==> config.mk <==
export PLATFORM = sky130hd
export DESIGN_NAME = tq_zigzag_scan
export DESIGN_NICKNAME = d
export VERILOG_FILES = /design/src/rtl/tq_zigzag_scan.sv
export SDC_FILE = /design/constraint.sdc
export NUM_CORES = 1
export LEC_CHECK = 0
export CORE_MARGIN = 2
export CORE_UTILIZATION = 56
export CTS_BUF_LIST = sky130_fd_sc_hd__clkbuf_8
export CTS_CLUSTER_SIZE = 40
export DETAILED_ROUTE_END_ITERATION = 8
export PLACE_DENSITY = 0.87
export SYNTH_ARGS = -nofsm -noshare
export SYNTH_HDL_FRONTEND = slang
export SYNTH_SLANG_ARGS = --single-unit
export TNS_END_PERCENT = 5
==> constraint.sdc <==
create_clock -name clk -period 4.2 [get_ports clk]
set_clock_uncertainty 0.15 [all_clocks]
set_input_delay 0.84 -clock clk [delete_from_list [all_inputs] [get_ports clk]]
set_output_delay 0.84 -clock clk [all_outputs]
set_load 0.005 [all_outputs]
==> src/rtl/tq_zigzag_scan.sv <==
// tq_zigzag_scan: accepts a quantized 4x4 block and streams its coefficients
// in zigzag order, one beat per valid/ready handshake, with the block's
// nonzero count alongside.
// Optional build macro TQ_ZZ_SKIP_TRAIL_EN: end the scan at the highest
// zigzag index holding a nonzero coefficient instead of always at index 15.
module tq_zigzag_scan #(
   parameter int COEF_W = 15
) (
   input  logic              clk,
   input  logic              rst_n,
   input  logic [COEF_W-1:0] coeff00_i,
   input  logic [COEF_W-1:0] coeff01_i,
   input  logic [COEF_W-1:0] coeff02_i,
   input  logic [COEF_W-1:0] coeff03_i,
   input  logic [COEF_W-1:0] coeff10_i,
   input  logic [COEF_W-1:0] coeff11_i,
   input  logic [COEF_W-1:0] coeff12_i,
   input  logic [COEF_W-1:0] coeff13_i,
   input  logic [COEF_W-1:0] coeff20_i,
   input  logic [COEF_W-1:0] coeff21_i,
   input  logic [COEF_W-1:0] coeff22_i,
   input  logic [COEF_W-1:0] coeff23_i,
   input  logic [COEF_W-1:0] coeff30_i,
   input  logic [COEF_W-1:0] coeff31_i,
   input  logic [COEF_W-1:0] coeff32_i,
   input  logic [COEF_W-1:0] coeff33_i,
   input  logic              in_valid_i,
   output logic              in_ready_o,
   output logic [COEF_W-1:0] coeff_o,
   output logic [3:0]        coeff_idx_o,
   output logic              coeff_valid_o,
   input  logic              coeff_ready_i,
   output logic              coeff_last_o,
   output logic [4:0]        nz_cnt_o
);

   typedef enum logic {IDLE, SCAN} state_t;

   state_t            state, state_nxt;
   logic [COEF_W-1:0] zz_in  [16];
   logic [COEF_W-1:0] zz_buf [16];
   logic [3:0]        cnt;
   logic [3:0]        end_idx;
   logic [4:0]        nz_in;
   logic              accept;
   logic              beat_fire;

   // Reorder the incoming block into zigzag order so the buffer is stored
   // already scanned and the output mux is indexed directly by the counter.
   always_comb begin
      zz_in[0]  = coeff00_i;
      zz_in[1]  = coeff01_i;
      zz_in[2]  = coeff10_i;
      zz_in[3]  = coeff20_i;
      zz_in[4]  = coeff11_i;
      zz_in[5]  = coeff02_i;
      zz_in[6]  = coeff03_i;
      zz_in[7]  = coeff12_i;
      zz_in[8]  = coeff21_i;
      zz_in[9]  = coeff30_i;
      zz_in[10] = coeff31_i;
      zz_in[11] = coeff22_i;
      zz_in[12] = coeff13_i;
      zz_in[13] = coeff23_i;
      zz_in[14] = coeff32_i;
      zz_in[15] = coeff33_i;
   end

   // Count nonzero coefficients of the incoming block.
   always_comb begin
      nz_in = '0;
      for (int unsigned k = 0; k < 16; k++) begin
         nz_in = nz_in + 5'(zz_in[k] != '0);
      end
   end

`ifdef TQ_ZZ_SKIP_TRAIL_EN
   logic [3:0] end_in;
   logic [3:0] end_idx_q;

   // Highest zigzag index with a nonzero value; 0 for an all-zero block.
   always_comb begin
      end_in = '0;
      for (int unsigned k = 0; k < 16; k++) begin
         if (zz_in[k] != '0) end_in = 4'(k);
      end
   end

   // Capture the scan end point together with the block.
   always_ff @(posedge clk or negedge rst_n) begin
      if (!rst_n)      end_idx_q <= '0;
      else if (accept) end_idx_q <= end_in;
   end

   assign end_idx = end_idx_q;
`else
   assign end_idx = 4'd15;
`endif

   // State register.
   always_ff @(posedge clk or negedge rst_n) begin
      if (!rst_n) state <= IDLE;
      else        state <= state_nxt;
   end

   // Next-state logic and handshake outputs.
   always_comb begin
      state_nxt     = state;
      in_ready_o    = 1'b0;
      coeff_valid_o = 1'b0;
      coeff_last_o  = 1'b0;
      accept        = 1'b0;
      beat_fire     = 1'b0;
      case (state)
         IDLE: begin
            in_ready_o = 1'b1;
            accept     = in_valid_i;
            if (in_valid_i) state_nxt = SCAN;
         end
         SCAN: begin
            coeff_valid_o = 1'b1;
            coeff_last_o  = (cnt == end_idx);
            beat_fire     = coeff_ready_i;
            if (coeff_ready_i && (cnt == end_idx)) state_nxt = IDLE;
         end
         default: state_nxt = IDLE;
      endcase
   end

   // Block buffer, scan counter and nonzero count.
   always_ff @(posedge clk or negedge rst_n) begin
      if (!rst_n) begin
         cnt      <= '0;
         nz_cnt_o <= '0;
         for (int unsigned k = 0; k < 16; k++) zz_buf[k] <= '0;
      end else if (accept) begin
         cnt      <= '0;
         nz_cnt_o <= nz_in;
         for (int unsigned k = 0; k < 16; k++) zz_buf[k] <= zz_in[k];
      end else if (beat_fire) begin
         cnt <= (cnt == end_idx) ? 4'd0 : cnt + 4'd1;
      end
   end

   assign coeff_o     = zz_buf[cnt];
   assign coeff_idx_o = cnt;

endmodule

## Word level (Yosys, flattened, before mapping)

Index checks and enable logic that the tools add are counted.

| storage, ports and cells | value |
|---|---|
| register bits after elaboration | 250 |
| bits of input ports | 244 |
| output and inout port bits | 27 |
| logic and storage cells | 71 |

| operators by class | value |
|---|---|
| add/sub/neg operators | 16 |
| $lt $le $gt $ge | 1 |
| equality and inequality tests | 1 |
| muxes and demuxes | 14 |
| bitwise gates (word level) | 2 |
| reductions and logical operators | 18 |

Operators by type and width:

| kind | count |
|---|---|
| nonzero test 15 bit | 16 |
| binary-select mux 15 bit (select 4 bit) | 1 |
| adder 5 x 1 -> 5 bit | 11 |
| 2-to-1 mux 15 bit | 2 |
| 2-to-1 mux 4 bit | 3 |
| 2-to-1 mux 1 bit | 7 |
| adder 4 x 1 -> 5 bit | 1 |
| greater-or-equal comparator 5 bit, second input constant | 1 |
| NOT 4 -> 5 bit | 1 |
| adder 3 x 1 -> 4 bit | 1 |
| adder 4 x 1 -> 4 bit, second input constant | 1 |
| == test 4 bit, second input constant | 1 |
| adder 2 x 1 -> 3 bit | 1 |
| adder 1 x 1 -> 2 bit | 1 |
| one-hot mux 1 bit (2 select lines) | 1 |
| nonzero test 2 bit | 1 |
| logical AND 1 bit | 1 |
| NOT 1 bit | 1 |

## Logic depth before layout (Yosys ltp)

| depth | value |
|---|---|
| word-level depth | 16 |
| mapped depth | 13 |
| mapped depth without buffers | 13 |

## Worst setup path after synthesis

OpenSTA, ideal clock, no wires.

| timing path | value |
|---|---|
| kind | input-to-reg |
| start | input port coeff33_i[2] |
| end | register nz_cnt_o[1] |
| setup time | 0.125 ns |
| data arrival time | 4.248 ns |
| required time | 3.925 ns |
| path slack | -0.323 ns |
| cell stages on the path | 11 |
| buffers on the path | 0 |
| cells stage by stage | nor4_1 > nand4_1 > fa_1 > fa_1 > fa_1 > inv_1 > fa_1 > inv_1 > ha_1 > fa_1 > mux2_2 |

| between the ends | value |
|---|---|
| cells in the longest elaborated chain, start to end | 2 |

Ends and longest elaborated chain:

| what | RTL line | RTL |
|---|---|---|
| start, declared | 26 | `input logic [COEF_W-1:0] coeff33_i,` |
| nonzero test 15 bit | 73 | `nz_in = nz_in + 5'(zz_in[k] != '0);` |
| adder 5 x 1 -> 5 bit | 73 |  |
| named net nz_in[1] | 44 | `logic [4:0] nz_in;` |
| end signal, assigned | 138 | `nz_cnt_o <= nz_in;` |
| end, declared | 34 | `output logic [4:0] nz_cnt_o` |

The timed path passes the listed nets, and every way through them passes these cells.
A chain may end at the register's enable or synchronous reset.

## Final worst setup path

| timing path | value |
|---|---|
| start | input port coeff33_i[5] |
| end | register nz_cnt_o[1] |

The elaborated chain is that of the path after synthesis.

==> impl_metrics.csv <==
group,metric,value,unit
yosys,yosys.area.top_type,"dfrtp_1",
final_layout,drive_gt1_frac,0.4690,
grt,antenna_found_initial,2,
yosys,syn-num-nets,1049,
final_layout,final.fill_count,1225,
critical_path,cp.required,4.48,ns
routing,viasPerCell,6.083,
floorplanning,io_pins,271,
yosys,synth.area.top_cells,"dfrtp_1 51%, mux2_2 22%, mux4_2 6.5%",
critical_path,start_kind,"input pin",
clock_tree,root_buffer,"clkbuf_8",
final_layout,final_nets,1419,
yosys,synth_async_sr_flop_share,1.000,
grt,use_met2,0.5326,
placed_design,dp_hpwl,26170,um
clock_tree,clock-sinks,250,
clock_tree,clk_latency,0.56,ns
final_layout,regArea,0.006261,mm^2
clock_tree,cts_setup_buffers,0,
yosys,synth_edf_count,0,
run_status,status,"finished with violations",
yosys,synth-main-ff-cell,"dfrtp_1",
yosys,syn_area_per_cell,15.41,um^2
yosys,yosysWarnings,0,
yosys,ys_ff_latch,250,
routing,first_pass_iters,4,
timing,fin_crit_sh,1.032,
hold_path,hold_class,"in -> async",
yosys,synth_top_area_share,0.5146,
run_status,violations,"setup timing",
clock_tree,clk_pin_slew,0.06,ns
clock_tree,numCtsBuffers,42,
clock_tree,cts_max_path_buffers,3,
grt,busiest_layer,"met2",
grt,use_met1,0.4031,
clock_tree,hold_buffers,0,
grt,grt_pass1_vias,9470,
routing,drc,0,
critical_path,cpPeakStageDelay,0.54,ns
placed_design,portBuffers,270,
clock_tree,ctsHtreeMaxLevel,2,
grt,grt_use_total,0.3196,
critical_path,path_class,"in -> reg",
routing,drtIter0Drc,657,
floorplanning,fp.dieH,151.3,um
critical_path,worstRegToRegCells,3,
grt,grt-ovfl-total,0,
power_and_ir_drop,power_density,677.1,mW/mm^2
power_and_ir_drop,p_leak,7.343,nW
clock_tree,cts_tree,"yes",
timing,slew_headroom,0.2908,
grt,grt_pass1_wl,53700,um
yosys,yosysUniqueCellTypes,35,
final_layout,stdcell_area,0.01673,mm^2
routing,drt_wl_total,36310,um
yosys,synthCells,789,
grt,met3_usage,0.08494,
yosys,synth-seq-area-share,0.5146,
critical_path,crit_top_cell,"fa_1",
critical_path,worstPathMaxFanout,2,
timing,slew_viol_final,0,
flow_run,maxCapViolations,0,
timing,fin_crit,4.332,ns
critical_path,crit_chain,"dlygate4sd2_1 -> nor4_2 -> nand4_1 -> fa_1 -> fa_2 -> fa_1 -> inv_2 -> fa_1 -> inv_2 -> ha_4 -> fa_2 -> mux2_4",
timing,rsz0062_at_grt,"true",
floorplanning,dieArea,0.02291,mm^2
timing,setup_violations,4,
floorplanning,dieWidth,151.3,um
placed_design,gp_congestion,0.8933,
timing,hold_viol,0,
placed_design,place_area,0.01582,mm^2
timing,worst_slack,-0.1325,ns
timing,max_freq,0.2308,GHz
floorplanning,core,0.02115,mm^2
final_layout,final_util,0.7909,
final_layout,syn2layout_area_growth,37.61,%
power_and_ir_drop,ir_drop,0.5261,mV
routing,avgRoutedWirePerCell,24.71,um
critical_path,crit_arrival,4.61,ns
floorplanning,rows,53,
grt,grt_max_degree,84,
floorplanning,initial_utilization,0.5747,
routing,antenna_left,0,
final_layout,multi_input_area,0.005839,mm^2
yosys,netlist_area,0.01216,mm^2
timing,tightestPinTransition,1.060,ns
critical_path,slowest_stage,"fa_1",
critical_path,end_kind,"flop",
routing,vias,8936,
[flip-flops by register name (all words and copies together) (netlist names)]
name,count
coeff_idx_o,4
nz_cnt_o,5
state,1
zz_buf,240
[Yosys cell counts (all sizes together), types with 5 or more instances]
cell and instances:
dfrtp 250, mux2 242, mux4 60, nor4 48, buf 43, a22oi 30, nand2 20, nor3 16
inv 12, nand4 11, fa 10, ha 6, and4 5, clkbuf 5, nand3 5, o21ai 5
[per-layer routing]
| layer | part of all wire | vias to the layer above |
|---|---|---|
| li1 | - | 3825 |
| met1 | 0.38 | 4604 |
| met2 | 0.50 | 438 |
| met3 | 0.084 | 69 |
| met4 | 0.029 | 0 |
| met5 | 0 | - |
[where the power goes]
| part | internal, mW | total, mW | switching [mW] |
|---|---|---|---|
| clock | 1.27 | 2.26 | 0.994 |
| combinational | 2.79 | 4.69 | 1.91 |
| sequential | 3.61 | 4.37 | 0.763 |
| total | 7.66 | 11.3 | 3.66 |
[final cells by class]
class | instances | share of cell area
inverters | 12 | 0.002692
clock buffers | 57 | 0.04689
well taps | 275 | 0.02057
repair buffers | 374 | 0.2000
clock inverters | 20 | 0.006357
flip-flops and latches | 250 | 0.3742
multi-input cells | 479 | 0.3490
diodes | 2 | 0.0002991
[logic make-up after synthesis]
kind of cell,count (synthesis),share of synthesized area
multiplexers,303,0.3436
XOR/XNOR,1,0.0007205
flip-flops,250,0.5146
AO/OA/AOI/OAI,46,0.02727
adder cells (fa/ha/maj),16,0.02264
AND/OR/NAND/NOR,113,0.05228
buffers and inverters,60,0.03890
[per-stage QoR]
stage               setup TNS, ns  hold slack, ns  total power, mW  instances  setup slack (ns)
floorplan                 -0.6556          0.3059            7.079        789           -0.2242
global placement           -5.422          0.3217            8.727       1394            -1.190
detailed placement         -5.460          0.3352            8.951       1394            -1.191
CTS                       -0.5258          0.1618            11.23       1467           -0.1940
global route              -0.6955          0.1889            11.81       1469           -0.2185
finish                    -0.3042          0.1398            11.33       1469           -0.1325
[placed cells by master, fill, tap and decap left out, types with 3 or more instances in the layout]
cell type / netlist / routed
buf_4: 5 / 93
mux4_1: 23 / 23
a22oi_2: 0 / 4
o21ai_0: 5 / 4
nor3_2: 0 / 7
inv_2: 0 / 3
buf_6: 29 / 8
nor3_1: 16 / 9
mux4_2: 35 / 35
nand3_1: 5 / 5
nand2_1: 20 / 20
nand4_1: 11 / 11
clkdlybuf4s50_1: 0 / 134
mux2_1: 3 / 3
clkdlybuf4s15_1: 0 / 22
dlygate4sd2_1: 0 / 44
clkbuf_8: 0 / 57
fa_2: 0 / 3
mux2_2: 239 / 238
inv_1: 12 / 24
clkinv_2: 0 / 4
ha_1: 6 / 5
nor4_1: 48 / 22
nor4_2: 0 / 8
clkdlybuf4s15_2: 0 / 6
buf_12: 0 / 12
dfrtp_1: 250 / 248
a22oi_1: 30 / 26
nor2_1: 3 / 3
nor4_4: 0 / 18
and4_1: 5 / 5
clkbuf_2: 0 / 25
buf_2: 9 / 27
fa_1: 10 / 7
[critical path: cells and delay by family]
kind	cells	cell delay, ns
multiplexers	1	0.27
adder cells (fa/ha/maj)	6	2.62
AND/OR/NAND/NOR	2	0.51
buffers and inverters	3	0.38
[what timing repair did]
action,CTS,global route
endpoints found under the setup margin,5,10
resized for setup,331,75
pin swaps,50,41
[final timing paths]
kind	startpoint	endpoint	slack (ns)
min in group clk	zz_buf[177]	zz_buf[177]	0.35
max in group asynchronous	rst_n	zz_buf[195]	2.84
max reg2reg	state	zz_buf[141]	1.84
max	coeff33_i[5]	nz_cnt_o[1]	-0.13
min	rst_n	zz_buf[53]	0.14
min reg2reg	zz_buf[177]	zz_buf[177]	0.35
Note: power is estimated with default switching activity, not from simulation.
